<file path="config.mk">
export PLATFORM = sky130hd
export DESIGN_NAME = regfile_dump_streamer
export DESIGN_NICKNAME = d
export VERILOG_FILES = /design/src/rtl/regfile_dump_streamer.sv
export SDC_FILE = /design/constraint.sdc
export NUM_CORES = 1
export LEC_CHECK = 0
export BUFFER_PORTS_ARGS = -buffer_cell sky130_fd_sc_hd__buf_4
export CAP_MARGIN = 20
export CORE_MARGIN = 2
export CORE_UTILIZATION = 57
export CTS_CLUSTER_SIZE = 40
export DETAILED_ROUTE_END_ITERATION = 7
export PLACE_DENSITY_LB_ADDON = 0.05
export SETUP_SLACK_MARGIN = 0.15
export SYNTH_ARGS = -nofsm -noshare
export SYNTH_HDL_FRONTEND = slang
export SYNTH_SLANG_ARGS = --single-unit
</file>
<file path="constraint.sdc">
create_clock -name clock -period 5.1 [get_ports clock]
set_input_delay 0.765 -clock clock [delete_from_list [all_inputs] [get_ports clock]]
set_output_delay 0.765 -clock clock [all_outputs]
set_load 0.02 [all_outputs]
</file>
<file path="src/rtl/regfile_dump_streamer.sv">
// Walks the register bank watch port over indices 0..NUM_REGS-1 and streams every value as 4 LSB-first bytes.
// Latency: first byte valid 2 cycles after start is sampled; 5 cycles per register when byteReady is held high.
// Backpressure: byteOut/byteValid are held until byteValid&&byteReady; define REGDUMP_FRAME_EN for preamble + XOR checksum framing.
module regfile_dump_streamer #(
  parameter int NUM_REGS = 32,
  parameter int IDX_W    = 5
) (
  input  logic             clock,
  input  logic             reset,
  input  logic             start,
  output logic [IDX_W-1:0] watchRegister,
  input  logic [31:0]      watchRegisterValue,
  output logic [7:0]       byteOut,
  output logic             byteValid,
  input  logic             byteReady,
  output logic             busy,
  output logic             done
);

`ifdef REGDUMP_FRAME_EN
  typedef enum logic [2:0] {IDLE, SELECT, SEND, DONE, PREAMBLE, CHECKSUM} state_t;
`else
  typedef enum logic [1:0] {IDLE, SELECT, SEND, DONE} state_t;
`endif

  state_t           state_q, state_d;
  logic [IDX_W-1:0] idx_q, idx_d;
  // The byte on the wire is always shift_q[7:0]; preamble and checksum bytes are loaded here too.
  logic [31:0]      shift_q, shift_d;
  logic [1:0]       cnt_q, cnt_d;
  logic             vld_q, vld_d;
  logic             busy_q, busy_d;
  logic             done_q, done_d;
`ifdef REGDUMP_FRAME_EN
  logic [7:0]       csum_q, csum_d;
`endif

  logic xfer;
  logic last_reg;

  assign xfer     = vld_q && byteReady;
  assign last_reg = (idx_q == IDX_W'(NUM_REGS - 1));

  assign watchRegister = idx_q;
  assign byteOut       = shift_q[7:0];
  assign byteValid     = vld_q;
  assign busy          = busy_q;
  assign done          = done_q;

  // Next-state and next-output computation for the dump sequencer.
  always_comb begin
    state_d = state_q;
    idx_d   = idx_q;
    shift_d = shift_q;
    cnt_d   = cnt_q;
    vld_d   = vld_q;
    busy_d  = busy_q;
    done_d  = 1'b0;
`ifdef REGDUMP_FRAME_EN
    csum_d  = csum_q;
`endif
    case (state_q)
      IDLE: begin
        if (start) begin
          busy_d = 1'b1;
          idx_d  = '0;
`ifdef REGDUMP_FRAME_EN
          state_d = PREAMBLE;
          shift_d = 32'h0000_00A5;
          cnt_d   = 2'd0;
          vld_d   = 1'b1;
          csum_d  = 8'h00;
`else
          state_d = SELECT;
`endif
        end
      end
`ifdef REGDUMP_FRAME_EN
      PREAMBLE: begin
        if (xfer) begin
          if (cnt_q == 2'd0) begin
            shift_d = 32'h0000_005A;
            cnt_d   = 2'd1;
          end else begin
            shift_d = '0;
            vld_d   = 1'b0;
            state_d = SELECT;
          end
        end
      end
`endif
      SELECT: begin
        // Watch port is combinational, so the value for idx_q is already valid here.
        shift_d = watchRegisterValue;
        cnt_d   = 2'd0;
        vld_d   = 1'b1;
        state_d = SEND;
      end
      SEND: begin
        if (xfer) begin
          shift_d = {8'h00, shift_q[31:8]};
          cnt_d   = cnt_q + 2'd1;
`ifdef REGDUMP_FRAME_EN
          csum_d  = csum_q ^ shift_q[7:0];
`endif
          if (cnt_q == 2'd3) begin
            vld_d = 1'b0;
            if (last_reg) begin
`ifdef REGDUMP_FRAME_EN
              state_d = CHECKSUM;
              shift_d = {24'h0, csum_q ^ shift_q[7:0]};
              vld_d   = 1'b1;
`else
              state_d = DONE;
              done_d  = 1'b1;
`endif
            end else begin
              idx_d   = idx_q + 1'b1;
              state_d = SELECT;
            end
          end
        end
      end
`ifdef REGDUMP_FRAME_EN
      CHECKSUM: begin
        if (xfer) begin
          shift_d = '0;
          vld_d   = 1'b0;
          state_d = DONE;
          done_d  = 1'b1;
        end
      end
`endif
      DONE: begin
        busy_d  = 1'b0;
        state_d = IDLE;
      end
      default: begin
        state_d = IDLE;
      end
    endcase
  end

  // State and output registers with synchronous active-high reset.
  always_ff @(posedge clock) begin
    if (reset) begin
      state_q <= IDLE;
      idx_q   <= '0;
      shift_q <= '0;
      cnt_q   <= '0;
      vld_q   <= 1'b0;
      busy_q  <= 1'b0;
      done_q  <= 1'b0;
`ifdef REGDUMP_FRAME_EN
      csum_q  <= '0;
`endif
    end else begin
      state_q <= state_d;
      idx_q   <= idx_d;
      shift_q <= shift_d;
      cnt_q   <= cnt_d;
      vld_q   <= vld_d;
      busy_q  <= busy_d;
      done_q  <= done_d;
`ifdef REGDUMP_FRAME_EN
      csum_q  <= csum_d;
`endif
    end
  end

endmodule

</file>
==> results by group <==
Status
  • Status: finished, final reports clean

Worst setup path
  • Bufs and invs on worst path: 1
  • Critical Path Max Stage Delay: 0.90 ns
  • Startpoint Class: flip-flop
  • Worst Path Max Fanout: 26
  • CP Class: reg -> reg
  • Flop2flop setup slack: 2.76 ns
  • Worst Path Required: 5.27 ns
  • Critical R2R Launch: state_q[0]$_SDFFE_PP0P_
  • Setup crit end kind: flip-flop
  • CP max-delay cell: nor2b_2
  • RR Endpoint: shift_q[23]$_SDFFE_PP0P_
  • FF-to-FF path depth: 4
  • Critical Path, Cell by Cell: nor2b_2 > or2_1 > buf_16 > a311oi_2
  • CP delay by family, top: simple AND/OR/NAND/NOR gates
  • CP arrival: 2.51 ns

GRT
  • Largest net degree at the start of global routing: 39
  • Remaining Overflow, GRT: 0
  • Total Routing Usage GR: 0.215
  • Vias in the first global route: 1535
  • First-pass GRT wire length: 7130 um
  • Initial antenna violation count: 0

Detailed routing
  • Drt pass-1 iters: 4
  • Vias: 1826
  • Detailed Route Iter0 Violations: 163
  • Vias/cell: 5.76
  • WL final: 4420 um
  • Final ANT Viol Nets: 0
  • Wire per inst: 13.9 um
  • DR DRC count: 0

Power
  • Leakage power: 0.00103 uW
  • Pint: 592 uW
  • PD cells: 303 nW/um^2
  • Sw Pwr: 201 uW
  • Flop pwr share: 0.481
  • Clock share of power: 0.348
  • Combinational Power Share: 0.171
  • Peak supply drop: 0.184 mV
  • Sw frac: 0.254

STA
  • Fin Setup TNS: 0 ns
  • Period minus WS final: 2.34 ns
  • RSZ-0062 raised after global routing: no
  • Fmax: 0.427 GHz
  • Clock Skew: 0.00697 ns
  • Slew margin rel.: 0.322
  • Fin. max-slew vios: 0
  • Final hold vios: 0
  • Final period util: 0.460
  • # setup viols final: 0
  • Worst Tran Pin Value: 1.01 ns

Place
  • RD Place Congestion: 0.783
  • Post-DP HPWL: 2830 um
  • Post-DP Area: 2440 sq um
  • Port buffer count: 51

Yosys
  • Syn Nets: 277
  • Seq/Total Area, Yosys: 0.404
  • #FFs+latches synth: 44
  • Ys Warns: 0
  • Cell count after synthesis: 238
  • Syn avg cell area: 9.16 sq um
  • Netlist cell types: 37
  • Mapped Area: 2180 sq um

Final layout
  • Area delta synth->final: 20.2%
  • Layout Nets: 307
  • Antenna diodes: 0
  • Layout cells sized above 1: 0.316
  • Fin area: 2620 sq um

Floorplan
  • Top-level I/O count: 52
  • Core Box Area: 3660 sq um
  • Die height: 65.8 um
  • FP Rows: 22
  • Die area: 4330 sq um
  • Die span in x: 65.8 um
  • Initial core utilization: 0.595

Worst hold path
  • Hold path endpoint: shift_q[31]$_SDFFE_PP0P_
  • Hold_sp: shift_q[31]$_SDFFE_PP0P_
  • Hold Path Depth: 1
  • Min-Delay Path Class: reg -> reg

Clocking
  • Clk pin slew, worst setup/hold paths: 0.08 ns
  • CTS Hold Buffers Added: 0
  • CTS root buf: clkbuf_8
  • CTS tree: done
  • Htree depth: 2
  • CTS-repair resized insts: 0
  • Clock buffer count from CTS: 5
  • Post-CTS Setup Inserts: 0
  • Clk buf depth: 2
  • Clk Latency, worst-skew pair: 0.29 ns
  • Clock sinks: 44

Job
  • MaxCap Viol Count: 0
power by group through the flow:
stage	sequential, uW	combinational (uW)	clock, uW
finish	382	136	276
global route	385	148	294
floorplan	385	100	0
global placement	389	127	0
CTS	381	129	282
detailed placement	389	129	0
through the flow:
step / setup WS [ns] / util / instances / total power [uW] / hold slack, ns
after floorplan: 3.29 / - / 238 / 486 / 0.448
after global placement: 2.02 / 0.667 / 307 / 516 / 0.463
after detailed placement: 1.97 / 0.667 / 307 / 518 / 0.469
after CTS: 2.18 / 0.701 / 315 / 792 / 0.487
after global routing: 2.59 / 0.716 / 317 / 827 / 0.502
final: 2.76 / 0.716 / 317 / 793 / 0.486
kinds of logic (layout without fill, tap and decap cells):
| group | after synthesis | in the layout | synth area share |
|---|---|---|---|
| AOI/OAI and AO/OA | 53 | 53 | 0.246 |
| and+or+nand+nor | 106 | 106 | 0.242 |
| muxes | 1 | 1 | 0.00459 |
| adders and majority gates | 3 | 3 | 0.0172 |
| buffers and inverters | 31 | 62 | 0.0861 |
| DFF | 44 | 44 | 0.404 |
metal layers:
layer	vias to the layer above	share of wire	track usage	routed length (um)
met5	-	0	0	0
met4	0	0.012	0.0781	51
met3	5	0.066	0.0562	292
met2	66	0.42	0.311	1870
met1	825	0.50	0.305	2200
li1	930	-	-	-
cell type report:
class	instances	area, sq um
clock buffers	6	82.6
fillers	291	1040
inverters	1	3.75
repair buffers	53	438
multi-input cells	163	1120
well taps	48	60.1
flip-flops and latches	44	881
clock inverters	2	38.8
cells in the mapped netlist:
master | n | area, sq um
nand2_1 | 50 | 188
dfxtp_1 | 44 | 881
nor3_1 | 26 | 130
a311oi_2 | 20 | 300
clkbuf_1 | 15 | 56.3
a21oi_1 | 9 | 45.0
a22o_1 | 8 | 70.1
buf_4 | 8 | 60.1
nand3_1 | 5 | 25.0
a311oi_1 | 4 | 35.0
nand2b_1 | 4 | 25.0
nor2b_1 | 4 | 25.0
and4b_1 | 3 | 30.0
buf_2 | 3 | 15.0
ha_1 | 3 | 37.5
o21ai_0 | 3 | 15.0
o311ai_0 | 3 | 26.3
a31oi_1 | 2 | 12.5
and2_1 | 2 | 12.5
and3_1 | 2 | 12.5
buf_6 | 2 | 22.5
buf_8 | 2 | 30.0
nand4b_1 | 2 | 17.5
and4_1 | 1 | 8.76
inv_1 | 1 | 3.75
mux2i_1 | 1 | 10.0
nand3b_1 | 1 | 7.51
nor2_1 | 1 | 3.75
nor3_2 | 1 | 10.0
nor3b_1 | 1 | 7.51
nor4bb_1 | 1 | 10.0
o2111ai_1 | 1 | 8.76
o211ai_1 | 1 | 7.51
o21bai_1 | 1 | 7.51
o31ai_1 | 1 | 7.51
or2_1 | 1 | 6.26
or3b_2 | 1 | 8.76
flip-flops by register name, summed over array words and instances (netlist names):
name	count
shift_q	32
watchRegister	5
cnt_q	2
state_q	2
busy	1
byteValid	1
done	1
placed cells by master (no fill, tap or decap), drive strengths merged, types with 2 or more instances in the layout:
master / netlist / layout
clkbuf: 15 / 6
buf: 15 / 53
nand2b: 4 / 4
a311oi: 24 / 24
nand4b: 2 / 2
nand2: 50 / 50
and4b: 3 / 3
o21ai: 3 / 3
nor2b: 4 / 4
o311ai: 3 / 3
a22o: 8 / 8
and3: 2 / 2
nor3: 27 / 27
dfxtp: 44 / 44
and2: 2 / 2
a21oi: 9 / 9
a31oi: 2 / 2
ha: 3 / 3
nand3: 5 / 5
worst reg2reg max path: stages, from the launching register on:
cell	delay (ns)
dfxtp_1	0.59
nor2b_2	0.91
or2_1	0.39
buf_16	0.22
a311oi_2	0.11
how the worst max path moves through the flow:
| stage | to | start | cells after the start |
|---|---|---|---|
| after floorplan | shift_q[10]$_SDFFE_PP0P_ | byteReady | 6 |
| after global placement | shift_q[7]$_SDFFE_PP0P_ | byteReady | 4 |
| after detailed placement | shift_q[23]$_SDFFE_PP0P_ | byteReady | 4 |
| after CTS | shift_q[23]$_SDFFE_PP0P_ | state_q[0]$_SDFFE_PP0P_ | 3 |
| after global routing | shift_q[1]$_SDFFE_PP0P_ | state_q[0]$_SDFFE_PP0P_ | 4 |
| final | shift_q[23]$_SDFFE_PP0P_ | state_q[0]$_SDFFE_PP0P_ | 4 |
(Power assumes the default switching activity.)
